### src/rtl/audio_frame_sequencer_if.sv
// Mux read port plus stereo frame valid/ready port of the audio frame sequencer.
// The sequencer is the master: it drives the mux strobe/address and the frame outputs.
`timescale 1ns/1ps
interface audio_frame_sequencer_if;
  logic        mux_read;
  logic        mux_address;
  logic [31:0] mux_data;
  logic        frame_valid;
  logic        frame_ready;
  logic [23:0] left_out;
  logic [23:0] right_out;

  modport master (
    output mux_read, mux_address, frame_valid, left_out, right_out,
    input  mux_data, frame_ready
  );

  modport slave (
    input  mux_read, mux_address, frame_valid, left_out, right_out,
    output mux_data, frame_ready
  );
endinterface

### src/rtl/audio_frame_sequencer.sv
// Audio frame sequencer: every CLK_DIV cycles reads left (addr 0) then right
// (addr 1) from the voice mux and presents them together as one stereo frame.
`timescale 1ns/1ps
module audio_frame_sequencer #(
  parameter int unsigned CLK_DIV = 512,
  parameter int unsigned RD_LAT  = 2,
  parameter int unsigned CNT_W   = 16
) (
  input  logic                    clk,
  input  logic                    reset_n,
  input  logic                    enable,
  audio_frame_sequencer_if.master bus,
  output logic                    busy,
  output logic [CNT_W-1:0]        overrun_cnt
);

  localparam int unsigned DIV_W  = (CLK_DIV > 1) ? $clog2(CLK_DIV) : 1;
  localparam int unsigned WAIT_W = (RD_LAT > 1) ? $clog2(RD_LAT) : 1;
  localparam logic [DIV_W-1:0]  DIV_LAST  = DIV_W'(CLK_DIV - 1);
  localparam logic [WAIT_W-1:0] WAIT_LAST = WAIT_W'(RD_LAT - 1);

  typedef enum logic [2:0] {
    IDLE    = 3'd0,
    RD_L    = 3'd1,
    WAIT_L  = 3'd2,
    RD_R    = 3'd3,
    WAIT_R  = 3'd4,
    PRESENT = 3'd5
  } state_t;

  state_t            state_q;
  logic [DIV_W-1:0]  div_cnt_q, div_cnt_d;
  logic [WAIT_W-1:0] wait_q;
  logic [23:0]       left_q;
  logic [23:0]       left_out_q, right_out_q;
  logic              valid_q;
  logic              mux_read_q, mux_addr_q;
  logic              busy_q;
  logic [CNT_W-1:0]  overrun_q, overrun_d;
  logic              tick;
  logic              accept;
  logic [23:0]       sample;
  logic              unused_lsbs;

  // The low byte of the mux word carries no audio.
  assign sample      = bus.mux_data[31:8];
  assign unused_lsbs = ^bus.mux_data[7:0];

  assign tick   = enable && (div_cnt_q == DIV_LAST);
  assign accept = valid_q && bus.frame_ready;

  // Divider next value: wraps at CLK_DIV-1, parked at zero while disabled.
  always_comb begin
    div_cnt_d = div_cnt_q + DIV_W'(1);
    if (!enable || (div_cnt_q == DIV_LAST)) begin
      div_cnt_d = '0;
    end
  end

  // Overrun counter next value saturates at all-ones.
  always_comb begin
    overrun_d = overrun_q;
    if (overrun_q != {CNT_W{1'b1}}) begin
      overrun_d = overrun_q + CNT_W'(1);
    end
  end

  // Sample-rate divider; a reset restarts the tick phase from zero.
  always_ff @(posedge clk or negedge reset_n) begin
    if (!reset_n) begin
      div_cnt_q <= '0;
    end else begin
      div_cnt_q <= div_cnt_d;
    end
  end

  // Frame FSM: strobes the mux twice, captures both channels, holds the frame until accepted.
  always_ff @(posedge clk or negedge reset_n) begin
    if (!reset_n) begin
      state_q     <= IDLE;
      wait_q      <= '0;
      left_q      <= '0;
      left_out_q  <= '0;
      right_out_q <= '0;
      valid_q     <= 1'b0;
      mux_read_q  <= 1'b0;
      mux_addr_q  <= 1'b0;
      busy_q      <= 1'b0;
      overrun_q   <= '0;
    end else begin
      mux_read_q <= 1'b0;
      mux_addr_q <= 1'b0;
      // Any tick the FSM cannot start on is lost, including one coinciding with acceptance.
      if (tick && (state_q != IDLE)) begin
        overrun_q <= overrun_d;
      end
      case (state_q)
        IDLE: begin
          if (tick) begin
            state_q    <= RD_L;
            mux_read_q <= 1'b1;
            busy_q     <= 1'b1;
          end
        end
        RD_L: begin
          state_q <= WAIT_L;
          wait_q  <= '0;
        end
        WAIT_L: begin
          if (wait_q == WAIT_LAST) begin
            left_q     <= sample;
            state_q    <= RD_R;
            mux_read_q <= 1'b1;
            mux_addr_q <= 1'b1;
          end else begin
            wait_q <= wait_q + WAIT_W'(1);
          end
        end
        RD_R: begin
          state_q <= WAIT_R;
          wait_q  <= '0;
        end
        WAIT_R: begin
          if (wait_q == WAIT_LAST) begin
            left_out_q  <= left_q;
            right_out_q <= sample;
            valid_q     <= 1'b1;
            state_q     <= PRESENT;
          end else begin
            wait_q <= wait_q + WAIT_W'(1);
          end
        end
        PRESENT: begin
          if (accept) begin
            valid_q <= 1'b0;
            state_q <= IDLE;
            busy_q  <= 1'b0;
          end
        end
        default: begin
          state_q <= IDLE;
          busy_q  <= 1'b0;
          valid_q <= 1'b0;
        end
      endcase
    end
  end

  assign bus.mux_read    = mux_read_q;
  assign bus.mux_address = mux_addr_q;
  assign bus.frame_valid = valid_q;
  assign bus.left_out    = left_out_q;
  assign bus.right_out   = right_out_q;
  assign busy            = busy_q;
  assign overrun_cnt     = overrun_q;

endmodule
### src/flat_wrapper.sv
// flat-port wrapper written by rule: the top's interface ports become plain ports
module audio_frame_sequencer_flat 
#(
  parameter int unsigned CLK_DIV = 512,
  parameter int unsigned RD_LAT  = 2,
  parameter int unsigned CNT_W   = 16
)
  (clk, reset_n, enable, busy, overrun_cnt, bus_mux_read, bus_mux_address, bus_frame_valid, bus_left_out, bus_right_out, bus_mux_data, bus_frame_ready);
  audio_frame_sequencer_if bus_i ();
  input  logic clk;
  input  logic reset_n;
  input  logic enable;
  output logic busy;
  output logic [CNT_W-1:0] overrun_cnt;
  output wire logic [$bits(bus_i.mux_read)-1:0] bus_mux_read;
  output wire logic [$bits(bus_i.mux_address)-1:0] bus_mux_address;
  output wire logic [$bits(bus_i.frame_valid)-1:0] bus_frame_valid;
  output wire logic [$bits(bus_i.left_out)-1:0] bus_left_out;
  output wire logic [$bits(bus_i.right_out)-1:0] bus_right_out;
  input wire logic [$bits(bus_i.mux_data)-1:0] bus_mux_data;
  input wire logic [$bits(bus_i.frame_ready)-1:0] bus_frame_ready;
  assign bus_mux_read = bus_i.mux_read;
  assign bus_mux_address = bus_i.mux_address;
  assign bus_frame_valid = bus_i.frame_valid;
  assign bus_left_out = bus_i.left_out;
  assign bus_right_out = bus_i.right_out;
  assign bus_i.mux_data = bus_mux_data;
  assign bus_i.frame_ready = bus_frame_ready;
  audio_frame_sequencer #(.CLK_DIV(CLK_DIV), .RD_LAT(RD_LAT), .CNT_W(CNT_W)) u_core (.clk(clk), .reset_n(reset_n), .enable(enable), .bus(bus_i), .busy(busy), .overrun_cnt(overrun_cnt));
endmodule
### config.mk
export PLATFORM = sky130hd
export DESIGN_NAME = audio_frame_sequencer_flat
export DESIGN_NICKNAME = d
export VERILOG_FILES = /design/src/rtl/audio_frame_sequencer_if.sv /design/src/rtl/audio_frame_sequencer.sv /design/src/flat_wrapper.sv
export SDC_FILE = /design/constraint.sdc
export NUM_CORES = 1
export LEC_CHECK = 0
export ABC_CLOCK_PERIOD_IN_PS = 3090
export BUFFER_PORTS_ARGS = -buffer_cell sky130_fd_sc_hd__buf_4
export CORE_MARGIN = 4
export CORE_UTILIZATION = 53
export DETAILED_ROUTE_END_ITERATION = 10
export MAX_ROUTING_LAYER = met4
export PLACE_DENSITY = 0.91
export SLEW_MARGIN = 20
export SYNTH_ARGS = -nofsm -noshare
export SYNTH_HDL_FRONTEND = slang
export SYNTH_SLANG_ARGS = --single-unit
### constraint.sdc
create_clock -name clk -period 3.09 [get_ports clk]
set_clock_uncertainty 0.2 [all_clocks]
set_input_delay 0.618 -clock clk [delete_from_list [all_inputs] [get_ports clk]]
set_output_delay 0.618 -clock clk [all_outputs]
set_load 0.1 [all_outputs]
# Word level (Yosys, flattened, before mapping)
# Cells that the tools add are included.
[totals]
reg_bits = 105
inputBits = 36
output_inout_bits = 68
word_cells = 62
[op_classes]
bitwise_logic = 2
mux = 17
n_addsub = 3
reduce_logical = 18
n_eq_ne = 11
[op_table]
columns = ["operator", "count"]
rows = [
  ["3-bit one-hot mux with 6 select lines", 1],
  ["16-bit by 1-bit adder with 16-bit output, second input constant", 1],
  ["16-bit inequality test, second input constant", 1],
  ["3-bit 2-to-1 mux", 4],
  ["9-bit by 1-bit adder with 9-bit output, second input constant", 1],
  ["9-bit equality test, second input constant", 1],
  ["9-bit 2-to-1 mux", 1],
  ["2-bit by 1-bit inequality test with 1-bit output, second input constant", 4],
  ["4-bit OR reduction", 2],
  ["1-bit 2-to-1 mux", 7],
  ["3-bit by 2-bit equality test with 1-bit output, second input constant", 2],
  ["3-bit equality test, second input constant", 2],
  ["1-bit one-hot mux with 3 select lines", 2],
  ["2-bit AND reduction", 3],
  ["3-bit AND reduction", 2],
  ["1-bit one-hot mux with 2 select lines", 2],
  ["4-bit AND reduction", 1],
  ["2-bit OR reduction", 2],
  ["3-bit by 1-bit equality test with 1-bit output, second input constant", 1],
  ["1-bit logical AND", 3],
  ["3-bit logical NOT", 1],
  ["3-bit nonzero test", 1],
  ["1-bit inverter", 2],
  ["2-bit nonzero test", 1],
  ["3 further kinds", 3],
]

# Logic depth before layout (Yosys ltp)
# Gate-level depths: netlist of run 1.
[depth]
ltp_word = 4
depth_mapped = 8

# Least setup slack after synthesis of run 1
# Ideal clock, no wire load.
[synth_path]
path_kind = "register to register"
start = "reg u_core.overrun_q[0] (netlist: u_core.overrun_cnt[0])"
end = "reg u_core.overrun_q[1] (netlist: u_core.overrun_cnt[1])"
path_buffers = 0
arrival_ps = 2309
required_time_ps = 2762
path_stages_with_launch = 6
slack_ps = 452
setup_time_ps = 128
cell_sequence = "dfrtp_1 -> ha_1 -> nand4_2 -> nor4_4 -> nor2_2 -> mux2_1"
[synth_between]
elab_chain_len = 2
word_cells_on_any_way = 3
[synth_lines]
columns = ["element", "line_no", "rtl"]
rows = [
  ["start, declared", "audio_frame_sequencer.sv:39", "logic [CNT_W-1:0] overrun_q, overrun_d;"],
  ["start signal, assigned", "audio_frame_sequencer.sv:95", "overrun_q <= overrun_d;"],
  ["branches (longest 2 deep; another with 16-bit by 1-bit adder with 16-bit output)", "--", ""],
]
# Parallel ways; which one is timed is not known.
# A chain may end at the register's enable or synchronous reset.

# Worst setup path after layout of run 1
[layout_path]
start = "reg u_core.div_cnt_q[3]"
end = "reg u_core.overrun_q[9] (netlist: u_core.overrun_cnt[9])"
[layout_between]
elab_chain_len = 4
[layout_lines]
columns = ["element", "line_no", "rtl"]
rows = [
  ["start, declared", "audio_frame_sequencer.sv:32", "logic [DIV_W-1:0] div_cnt_q, div_cnt_d;"],
  ["start signal, assigned", "audio_frame_sequencer.sv:73", "div_cnt_q <= div_cnt_d;"],
  ["9-bit equality test", "audio_frame_sequencer.sv:49", "assign tick = enable && (div_cnt_q == DIV_LAST);"],
  ["1-bit logical AND", "audio_frame_sequencer.sv:49", ""],
  ["1-bit logical AND", "audio_frame_sequencer.sv:94", "if (tick && (state_q != IDLE)) begin"],
  ["2-bit AND reduction (no source line)", "--", ""],
]
# No other way between the ends.

==> impl_metrics.py, run 1 <==
metrics = {
    "outcome": {
        "status": "finished clean",
    },
    "cts": {
        "numCtsBuffers": 9,
        "cts_max_level": 3,
        "cts_hold_buf": 0,
        "postCtsSetupBuffers": 0,
        "cts_tree": "done",
        "cts-root-buf": "clkbuf_8",
        "ctsResizeCount": 0,
        "clk_path_buf_depth": 2,
        "clock_latency_ns": 0.36,
        "path_clk_slew_ns": 0.10,
        "clock_sinks": 105,
    },
    "synthesis": {
        "synthAdderAreaFrac_pct": 0.874,
        "synth-compound-area-share_pct": 2.68,
        "synth_edf_count": 0,
        "ys.flop_type": "dfrtp_1",
        "synth_area_per_cell_um2": 14.5,
        "synth_xor_xnor_area_share_pct": 4.49,
        "syn_area_mm2": 0.00429,
        "muxShareOfSynthArea_pct": 19.1,
        "syn_inst": 296,
        "synth-seq-cells": 105,
        "synthSimpleGateAreaFrac_pct": 9.27,
        "synth_top_family_by_area": "multiplexers",
        "ys_types": 43,
        "synthArstFlopShare_pct": 100,
        "ys_seq_area_share_pct": 61.2,
        "synth_nets": 335,
        "yosysWarnings": 0,
    },
    "detailed_routing": {
        "drc": 0,
        "routedWlPerCell_um": 16.1,
        "drt_first_pass_iters": 4,
        "vias": 2682,
        "ant_nets": 0,
        "drt_iter0_markers": 123,
        "totalWireLength_mm": 8.09,
        "via_per_inst": 5.35,
    },
    "setup_path": {
        "crit_buf_inv": 0,
        "r2r_cells": 8,
        "crit_fanout": 8,
        "r2r_end": "u_core.overrun_cnt[9]",
        "reg2reg_from": "u_core.div_cnt_q[3]",
        "cpLargestDelayFamily": "simple AND/OR/NAND/NOR gates",
        "crit_path_frequent_cell": "and3_1",
        "worst-r2r-setup-slack_ns": 0.63,
        "crit_required_ns": 3.18,
        "crit_arrival_ns": 2.55,
        "crit_slowest_cell": "or3_4",
        "slowest_delay_ns": 0.47,
        "critPathKind": "flop to flop",
        "start_kind": "flop",
        "crit_chain": "and3_1, and3_1, and3_1, ha_1, o311ai_4, or3_4, nor3b_2, xor2_1",
        "crit_path_end_kind": "flop",
    },
    "die": {
        "io_pins": 104,
        "die_w_um": 98.0,
        "die_h_um": 98.0,
        "die_area_mm2": 0.00961,
        "initial_utilization_pct": 55.0,
        "rows": 32,
        "coreArea_mm2": 0.00781,
    },
    "layout": {
        "final_common_cell": "dfrtp_1",
        "final_core_utilization_pct": 68.1,
        "area_growth_syn_to_layout_pct": 23.7,
        "drive_above_1_share_pct": 49.6,
        "nNetsFinal": 434,
        "diodes": 0,
        "final_cell_mix": "105 x dfrtp_1, 98 x buf_4, 72 x mux2_2",
    },
    "global_routing": {
        "grt_pass1_wl_mm": 13.7,
        "overflow": 0,
        "grt_pass1_vias": 2866,
        "grt_use_total_pct": 18.2,
        "antenna_found_initial": 0,
        "grt_max_degree": 48,
    },
    "sta": {
        "max_freq_mhz": 406,
        "layout_setup_ws_ns": 0.626,
        "final.period_utilization_pct": 79.7,
        "hold_viol_final": 0,
        "slew_headroom_pct": 59.5,
        "slew_violations": 0,
        "setup_viol": 0,
        "min_period_ns": 2.46,
        "rsz0062_at_grt": "false",
        "fin_setup_tns_ns": 0,
        "tightest_slew_ns": 0.608,
    },
    "placed_design": {
        "gp_congestion": 0.782,
        "io_buffers": 95,
        "place_ws_ns": 0.631,
        "hpwl_mm": 5.77,
    },
    "run": {
        "cap_violations": 0,
    },
    "hold_path": {
        "min_path_type": "input pin to async pin",
    },
}
## routing by layer
metal | vias to the layer above | global-route usage [%] | share of wire [%]
met3 | 6 | 6.36 | 7.5
li1 | 1240 | - | -
met5 | - | - | 0
met4 | 0 | 4.79 | 0.48
met1 | 1349 | 23.4 | 43
met2 | 87 | 27.7 | 49
## state kept, by name, indices dropped and copies added (netlist names)
name                    flops
u_core.state_q              3
u_core.bus.left_out        24
u_core.bus.frame_valid      1
u_core.bus.right_out       24
u_core.left_q              24
u_core.wait_q               1
u_core.bus.mux_read         1
u_core.overrun_cnt         16
u_core.bus.mux_address      1
u_core.div_cnt_q            9
u_core.busy                 1
## how the worst max path moves through the flow
stage	startpoint	to	slack, ns	cells after the start
finish	u_core.div_cnt_q[3]	u_core.overrun_cnt[9]	0.63	8
floorplan	u_core.overrun_cnt[0]	u_core.overrun_cnt[1]	0.45	5
global route	u_core.div_cnt_q[3]	u_core.overrun_cnt[9]	0.50	8
global placement	u_core.div_cnt_q[0]	u_core.overrun_cnt[9]	0.69	8
CTS	u_core.div_cnt_q[3]	u_core.overrun_cnt[9]	0.61	8
detailed placement	u_core.div_cnt_q[3]	u_core.overrun_cnt[9]	0.63	8
## Yosys cell counts (all sizes together) (2+ instances only)
cell	n	area (um2)
buf	10	75.1
nor3b	2	20.0
and3	4	25.0
nor3	9	76.3
mux2	73	822
inv	6	22.5
nand3	10	50.1
dfrtp	105	2630
xnor2	8	70.1
xor2	14	123
nand2	5	18.8
nor4	4	46.3
nand4	5	43.8
ha	3	37.5
nor2	14	55.1
a21oi	6	30.0
nand3b	2	15.0
## cell families after synthesis
logic type / after synthesis
buf+inv: 17
compound gates: 15
simple gates: 61
mux: 73
fa+ha+maj: 3
xor+xnor: 22
flops: 105
## area by class of cell
type | instances | area (um2)
multi-input combinational | 174 | 1570
clock buffer | 10 | 128
fill | 570 | 2490
timing repair buffer | 99 | 756
sequential | 105 | 2630
tap | 102 | 128
clock inverter | 5 | 81.3
inverter | 6 | 22.5
## per-stage QoR
| step | instance area, um2 | hold WS, ns | instances |
|---|---|---|---|
| CTS | 5310 | 0.00832 | 501 |
| global placement | 5100 | 0.238 | 486 |
| detailed placement | 5100 | 0.250 | 486 |
| finish | 5310 | 0.00962 | 501 |
| global route | 5310 | 0.0246 | 501 |
| floorplan | 4290 | 0.122 | 296 |
Power of run 1 is not shown: default switching activity piles up to over one toggle a cycle in this logic, so the estimate is an artifact.
==> run 2, diff against run 1 <==
--- a/config.mk
+++ b/config.mk
@@ -5,13 +5,13 @@
 export SDC_FILE = /design/constraint.sdc
 export NUM_CORES = 1
 export LEC_CHECK = 0
-export ABC_CLOCK_PERIOD_IN_PS = 3090
+export ABC_CLOCK_PERIOD_IN_PS = 2200
 export BUFFER_PORTS_ARGS = -buffer_cell sky130_fd_sc_hd__buf_4
 export CORE_MARGIN = 4
-export CORE_UTILIZATION = 53
+export CORE_UTILIZATION = 48
 export DETAILED_ROUTE_END_ITERATION = 10
 export MAX_ROUTING_LAYER = met4
-export PLACE_DENSITY = 0.91
+export PLACE_DENSITY = 0.88
 export SLEW_MARGIN = 20
 export SYNTH_ARGS = -nofsm -noshare
 export SYNTH_HDL_FRONTEND = slang
==> constraint.sdc (replaced) <==
create_clock -name clk -period 2.2 [get_ports clk]
set_clock_uncertainty 0.2 [all_clocks]
set_input_delay 0.44 -clock clk [delete_from_list [all_inputs] [get_ports clk]]
set_output_delay 0.44 -clock clk [all_outputs]
set_load 0.1 [all_outputs]
==> run 2 against run 1 <==
Worst setup slack got worse by 0.65 ns. Critical path type unchanged. Clock-buffer cell count is the same. The run now ends with setup timing left. Register-to-register slack got worse by 0.65 ns. Sequential cell count stayed put. Cell count is 4.4% higher. Critical path depth unchanged.
==> impl_metrics.py, run 2 (synthesized netlist as in run 1, its figures left out) <==
metrics = {
    "setup_path": {
        "crit_path_end_kind": "flop",
        "start_kind": "flop",
        "crit_fanout": 5,
        "r2r_end": "u_core.overrun_cnt[15]",
        "crit_required_ns": 2.28,
        "crit_arrival_ns": 2.31,
        "critPathKind": "flop to flop",
        "cp-startpoint": "u_core.div_cnt_q[0]",
        "r2r_cells": 8,
        "crit_path_end": "u_core.overrun_cnt[15]",
        "reg2reg_from": "u_core.div_cnt_q[0]",
        "worst-r2r-setup-slack_ns": -0.02,
    },
    "detailed_routing": {
        "routedWlPerCell_um": 16.1,
        "via_per_inst": 5.14,
        "totalWireLength_mm": 8.40,
        "drc": 0,
        "ant_nets": 0,
        "drt_iter0_markers": 77,
        "drt_first_pass_iters": 4,
        "vias": 2690,
    },
    "placed_design": {
        "gp_congestion": 0.824,
        "hpwl_mm": 5.90,
        "io_buffers": 95,
        "place_ws_ns": -0.0533,
    },
    "layout": {
        "final_cell_mix": "110 x buf_4, 89 x dfrtp_1, 72 x mux2_2",
        "nNetsFinal": 449,
        "diodes": 0,
        "final_common_cell": "buf_4",
        "drive_above_1_share_pct": 57.3,
        "final_core_utilization_pct": 63.4,
        "area_growth_syn_to_layout_pct": 28.8,
    },
    "cts": {
        "cts-root-buf": "clkbuf_8",
        "clk_path_buf_depth": 2,
        "clock_sinks": 105,
        "clock_latency_ns": 0.36,
        "cts_max_level": 3,
        "cts_tree": "done",
        "numCtsBuffers": 9,
        "path_clk_slew_ns": 0.11,
    },
    "outcome": {
        "status": "complete, but fails checks",
        "failed_checks": "setup timing",
    },
    "global_routing": {
        "grt_use_total_pct": 17.2,
        "antenna_found_initial": 0,
        "grt_max_degree": 53,
        "grt_pass1_vias": 2913,
        "overflow": 0,
        "grt_pass1_wl_mm": 13.9,
    },
    "die": {
        "initial_utilization_pct": 49.2,
        "rows": 34,
        "coreArea_mm2": 0.00872,
        "die_h_um": 103,
        "die_area_mm2": 0.0105,
        "die_w_um": 103,
        "io_pins": 104,
    },
    "sta": {
        "slew_headroom_pct": 62.1,
        "layout_setup_ws_ns": -0.0224,
        "max_freq_mhz": 450,
        "tightest_slew_ns": 0.565,
        "rsz0062_at_grt": "true",
        "slew_violations": 0,
        "hold_viol_final": 0,
        "final.period_utilization_pct": 101,
        "setup_viol": 3,
        "min_period_ns": 2.22,
    },
    "hold_path": {
        "min_path_type": "input pin to flop",
    },
    "run": {
        "cap_violations": 0,
    },
}
==> run 2: metal layers <==
metal	up-vias	global-route usage [%]	wire length (um)
met5	-	-	0
met4	0	3.33	57
met3	7	5.62	582
met2	73	28.2	4230
met1	1340	21.0	3520
li1	1270	-	-
==> run 2: area by class of cell <==
class                           instances  area, um2
Fill cell                             621       3190
Sequential cell                       105       2650
Multi-Input combinational cell        174       1640
Timing Repair Buffer                  114        896
Tap cell                              108        135
Clock buffer                           10        128
Clock inverter                          6       56.3
Inverter                                6       22.5
==> run 2: critical path, stage by stage, from the launching register on <==
cell	delay, ns
dfrtp_1	0.37
ha_2	0.20
and3_4	0.19
and3_4	0.19
ha_4	0.14
o311ai_4	0.11
or3_4	0.41
nor4_4	0.17
xor2_1	0.17
==> run 2: stage by stage <==
stage | hold WS (ns) | cells | setup TNS, ns | area (um2)
after detailed placement | 0.229 | 500 | -0.175 | 5230
after global routing | 0.0861 | 523 | -0.514 | 5530
final | 0.111 | 523 | -0.0481 | 5530
after global placement | 0.225 | 500 | 0 | 5230
after floorplan | -0.0556 | 296 | -0.00796 | 4330
after CTS | 0.0941 | 521 | -0.0716 | 5490
==> run 2: worst min-delay path by stage <==
stage	to	slack, ns	from	cells after the start
6_report	u_core.bus.right_out[3]	0.11	bus_mux_data[11]	2
5_1_grt	u_core.left_q[6]	0.09	bus_mux_data[14]	2
4_1_cts	u_core.bus.right_out[3]	0.09	bus_mux_data[11]	2
3_5_place_dp	u_core.bus.left_out[23]	0.23	reset_n	1
3_3_place_gp	u_core.bus.left_out[23]	0.23	reset_n	1
2_1_floorplan	u_core.bus.frame_valid	-0.06	reset_n	0
==> run 2: timing repair <==
action	CTS	global route
pin swaps	7	3
hold buffers	1	0
setup endpoints to repair	6	13
gates resized for setup	5	5
hold endpoints to repair	34	0
buffers inserted	4	2
Power of run 2 is left out for the same reason.
==> run 3, diff against run 2 <==
--- a/config.mk
+++ b/config.mk
@@ -5,13 +5,14 @@
 export SDC_FILE = /design/constraint.sdc
 export NUM_CORES = 1
 export LEC_CHECK = 0
+export ABC_AREA = 1
 export ABC_CLOCK_PERIOD_IN_PS = 2200
 export BUFFER_PORTS_ARGS = -buffer_cell sky130_fd_sc_hd__buf_4
 export CORE_MARGIN = 4
 export CORE_UTILIZATION = 48
 export DETAILED_ROUTE_END_ITERATION = 10
 export MAX_ROUTING_LAYER = met4
-export PLACE_DENSITY = 0.88
+export PLACE_DENSITY = 0.87
 export SLEW_MARGIN = 20
 export SYNTH_ARGS = -nofsm -noshare
 export SYNTH_HDL_FRONTEND = slang
==> run 3 against run 2 <==
The flow now finishes without violations. First-iteration DRC count increased to 2.6 times the previous value. Global-route usage grew 2.8 points. Die area is 5.4% higher. Largest cell class unchanged. Sequential share of layout area is 1.6 points lower.
==> impl_metrics.py, run 3 <==
metrics = {
    "synthesis": {
        "synth-seq-cells": 105,
        "synth_edf_count": 0,
        "synth_top_area_share_pct": 57.8,
        "ys_seq_area_share_pct": 57.8,
        "synth_area_leaders": "dfrtp_1 58%, nand2_1 26%, inv_1 2.7%",
        "ys_types": 25,
        "synth_largest_area_cell": "dfrtp_1",
        "synth_most_common_cell": "nand2_1",
        "synthTopCellsByCount": "309 x nand2_1, 105 x dfrtp_1, 33 x inv_1",
        "synth_nets": 597,
        "syn_inst": 558,
        "synth_area_per_cell_um2": 8.15,
        "ys.flop_type": "dfrtp_1",
        "synthArstFlopShare_pct": 100,
        "yosysWarnings": 0,
        "syn_area_mm2": 0.00455,
    },
    "pwr": {
        "irDropWorstVdd_v": 0.000347,
        "comb_power_share_pct": 3.1,
        "power_frac_seq_pct": 60.4,
        "power_leakage_nw": 2.97,
        "p_sw_mw": 0.739,
        "p_int_mw": 2.47,
        "clockPowerShare_pct": 36.5,
        "p_sw_share_pct": 23.1,
        "power_density_mw_per_mm2": 566,
    },
    "setup_path": {
        "reg2reg_from": "u_core.div_cnt_q[0]",
        "crit_slowest_cell": "dfrtp_1",
        "critPathKind": "flop to flop",
        "worst-r2r-setup-slack_ns": 0.17,
        "cp-startpoint": "u_core.div_cnt_q[0]",
        "start_kind": "flop",
        "crit_arrival_ns": 2.13,
        "crit_path_end_kind": "flop",
        "r2r_end": "u_core.overrun_cnt[4]",
        "r2r_cells": 13,
        "crit_chain": "ha_2, nand2_2, nor2_4, nand3_2, nor2_2, ha_2, nand2_2, inv_2, nand2_2, nor2_4, buf_4, nand2_1, o21ai_0",
        "crit_required_ns": 2.30,
        "crit_path_frequent_cell": "nand2_2",
        "crit_fanout": 7,
        "slowest_delay_ns": 0.38,
    },
    "detailed_routing": {
        "routedWlPerCell_um": 13.0,
        "ant_nets": 0,
        "drc": 0,
        "drt_iter0_markers": 204,
        "vias": 3842,
        "totalWireLength_mm": 10.3,
        "drt_first_pass_iters": 4,
        "via_per_inst": 4.84,
    },
    "sta": {
        "min_period_ns": 2.03,
        "tightest_slew_ns": 0.838,
        "whs_ns": 0.0693,
        "max_freq_mhz": 492,
        "slew_violations": 0,
        "hold_viol_final": 0,
        "final.period_utilization_pct": 92.3,
        "slew_headroom_pct": 44.1,
        "setup_viol": 0,
        "fin_setup_tns_ns": 0,
    },
    "layout": {
        "final_cell_area_mm2": 0.00567,
        "multi_input_comb_area_mm2": 0.00172,
        "area_growth_syn_to_layout_pct": 24.6,
        "diodes": 0,
        "final_common_cell": "nand2_1",
        "nNetsFinal": 699,
        "final_core_utilization_pct": 61.3,
        "nFillCells": 783,
        "drive_above_1_share_pct": 22.6,
        "final_cell_mix": "307 x nand2_1, 103 x buf_4, 103 x dfrtp_1",
        "final-seq-area_mm2": 0.00263,
    },
    "die": {
        "die_w_um": 105,
        "coreArea_mm2": 0.00924,
        "die_area_mm2": 0.0111,
        "initial_utilization_pct": 49.2,
        "io_pins": 104,
        "die_h_um": 105,
        "rows": 35,
    },
    "hold_path": {
        "min_path_type": "input pin to flop",
        "holdPathStages": 3,
        "hold_path_end": "u_core.left_q[15]",
        "min-delay-start": "bus_mux_data[23]",
    },
    "global_routing": {
        "antenna_found_initial": 0,
        "overflow": 0,
        "grt_pass1_wl_mm": 17.7,
        "grt_max_degree": 50,
        "grt_use_total_pct": 20.0,
        "grt_pass1_vias": 3910,
    },
    "placed_design": {
        "dpl_cell_area_mm2": 0.00542,
        "gp_congestion": 0.861,
        "hpwl_mm": 7.46,
        "io_buffers": 95,
    },
    "cts": {
        "numCtsBuffers": 9,
        "clock_latency_ns": 0.37,
        "cts_max_level": 3,
        "path_clk_slew_ns": 0.10,
        "clk_path_buf_depth": 2,
        "cts_tree": "done",
        "clock_sinks": 105,
        "cts-root-buf": "clkbuf_8",
    },
    "outcome": {
        "status": "finished clean",
    },
    "run": {
        "cap_violations": 0,
    },
}
## run 3: kinds of logic after synthesis
kind of cell	Yosys count	synth area share [%]
AND/OR/NAND/NOR	376	33.1
flip-flops	105	57.8
buffers and inverters	52	5.20
AO/OA/AOI/OAI	17	2.15
XOR/XNOR	5	0.963
adder cells (fa/ha/maj)	3	0.825
## run 3: metal layers
metal / part of all wire, % / vias up / track usage, %
li1: - / 1899 / -
met2: 49 / 115 / 32.3
met3: 7.5 / 12 / 4.96
met5: 0 / - / -
met4: 1.2 / 0 / 7.50
met1: 42 / 1816 / 24.5
## run 3: what timing repair did
action	4_1_cts	5_1_grt
hold buffers	1	0
pin swaps	0	4
endpoints found under the setup margin	11	22
buffers inserted	0	1
endpoints found under the hold margin	34	0
resized for setup	1	11
## run 3: worst max-delay path by stage
| stage | to | slack (ns) | cells after the start |
|---|---|---|---|
| after floorplan | u_core.overrun_cnt[13] | 0.02 | 8 |
| after global placement | u_core.overrun_cnt[4] | 0.08 | 12 |
| after detailed placement | u_core.overrun_cnt[12] | 0.004 | 13 |
| after CTS | u_core.overrun_cnt[12] | 0.03 | 13 |
| after global routing | u_core.overrun_cnt[15] | -0.01 | 14 |
| final | u_core.overrun_cnt[4] | 0.17 | 13 |
## run 3: layout make-up
cell class              instances  area share [%]
flip-flops and latches        105            46.4
multi-input cells             401            30.3
repair buffers                106            14.5
well taps                     129            2.85
clock buffers                  11            2.67
inverters                      37            2.45
clock inverters                 5           0.817
## run 3: stage by stage
step                cells  worst slack [ns]  power (mW)
floorplan             558            0.0192        1.98
global placement      776            0.0808        2.07
detailed placement    776           0.00357        2.08
CTS                   793            0.0254        3.25
global route          794           -0.0108        3.33
finish                794             0.169        3.21
## run 3: power by group through the flow
stage	combinational [mW]	clock (mW)	sequential (mW)
after floorplan	0.00952	0	1.97
after global placement	0.0996	0	1.97
after detailed placement	0.102	0	1.97
after CTS	0.104	1.21	1.94
after global routing	0.116	1.28	1.94
final	0.101	1.17	1.94
## run 3: worst max-delay path: cells and delay by family, from the launching register on
family / cells / cell delay, ns
AO/OA/AOI/OAI: 1 / 0.06
adder cells (fa/ha/maj): 2 / 0.39
buffers and inverters: 2 / 0.22
flip-flops: 1 / 0.38
AND/OR/NAND/NOR: 8 / 0.73
(Power assumes the default switching activity.)
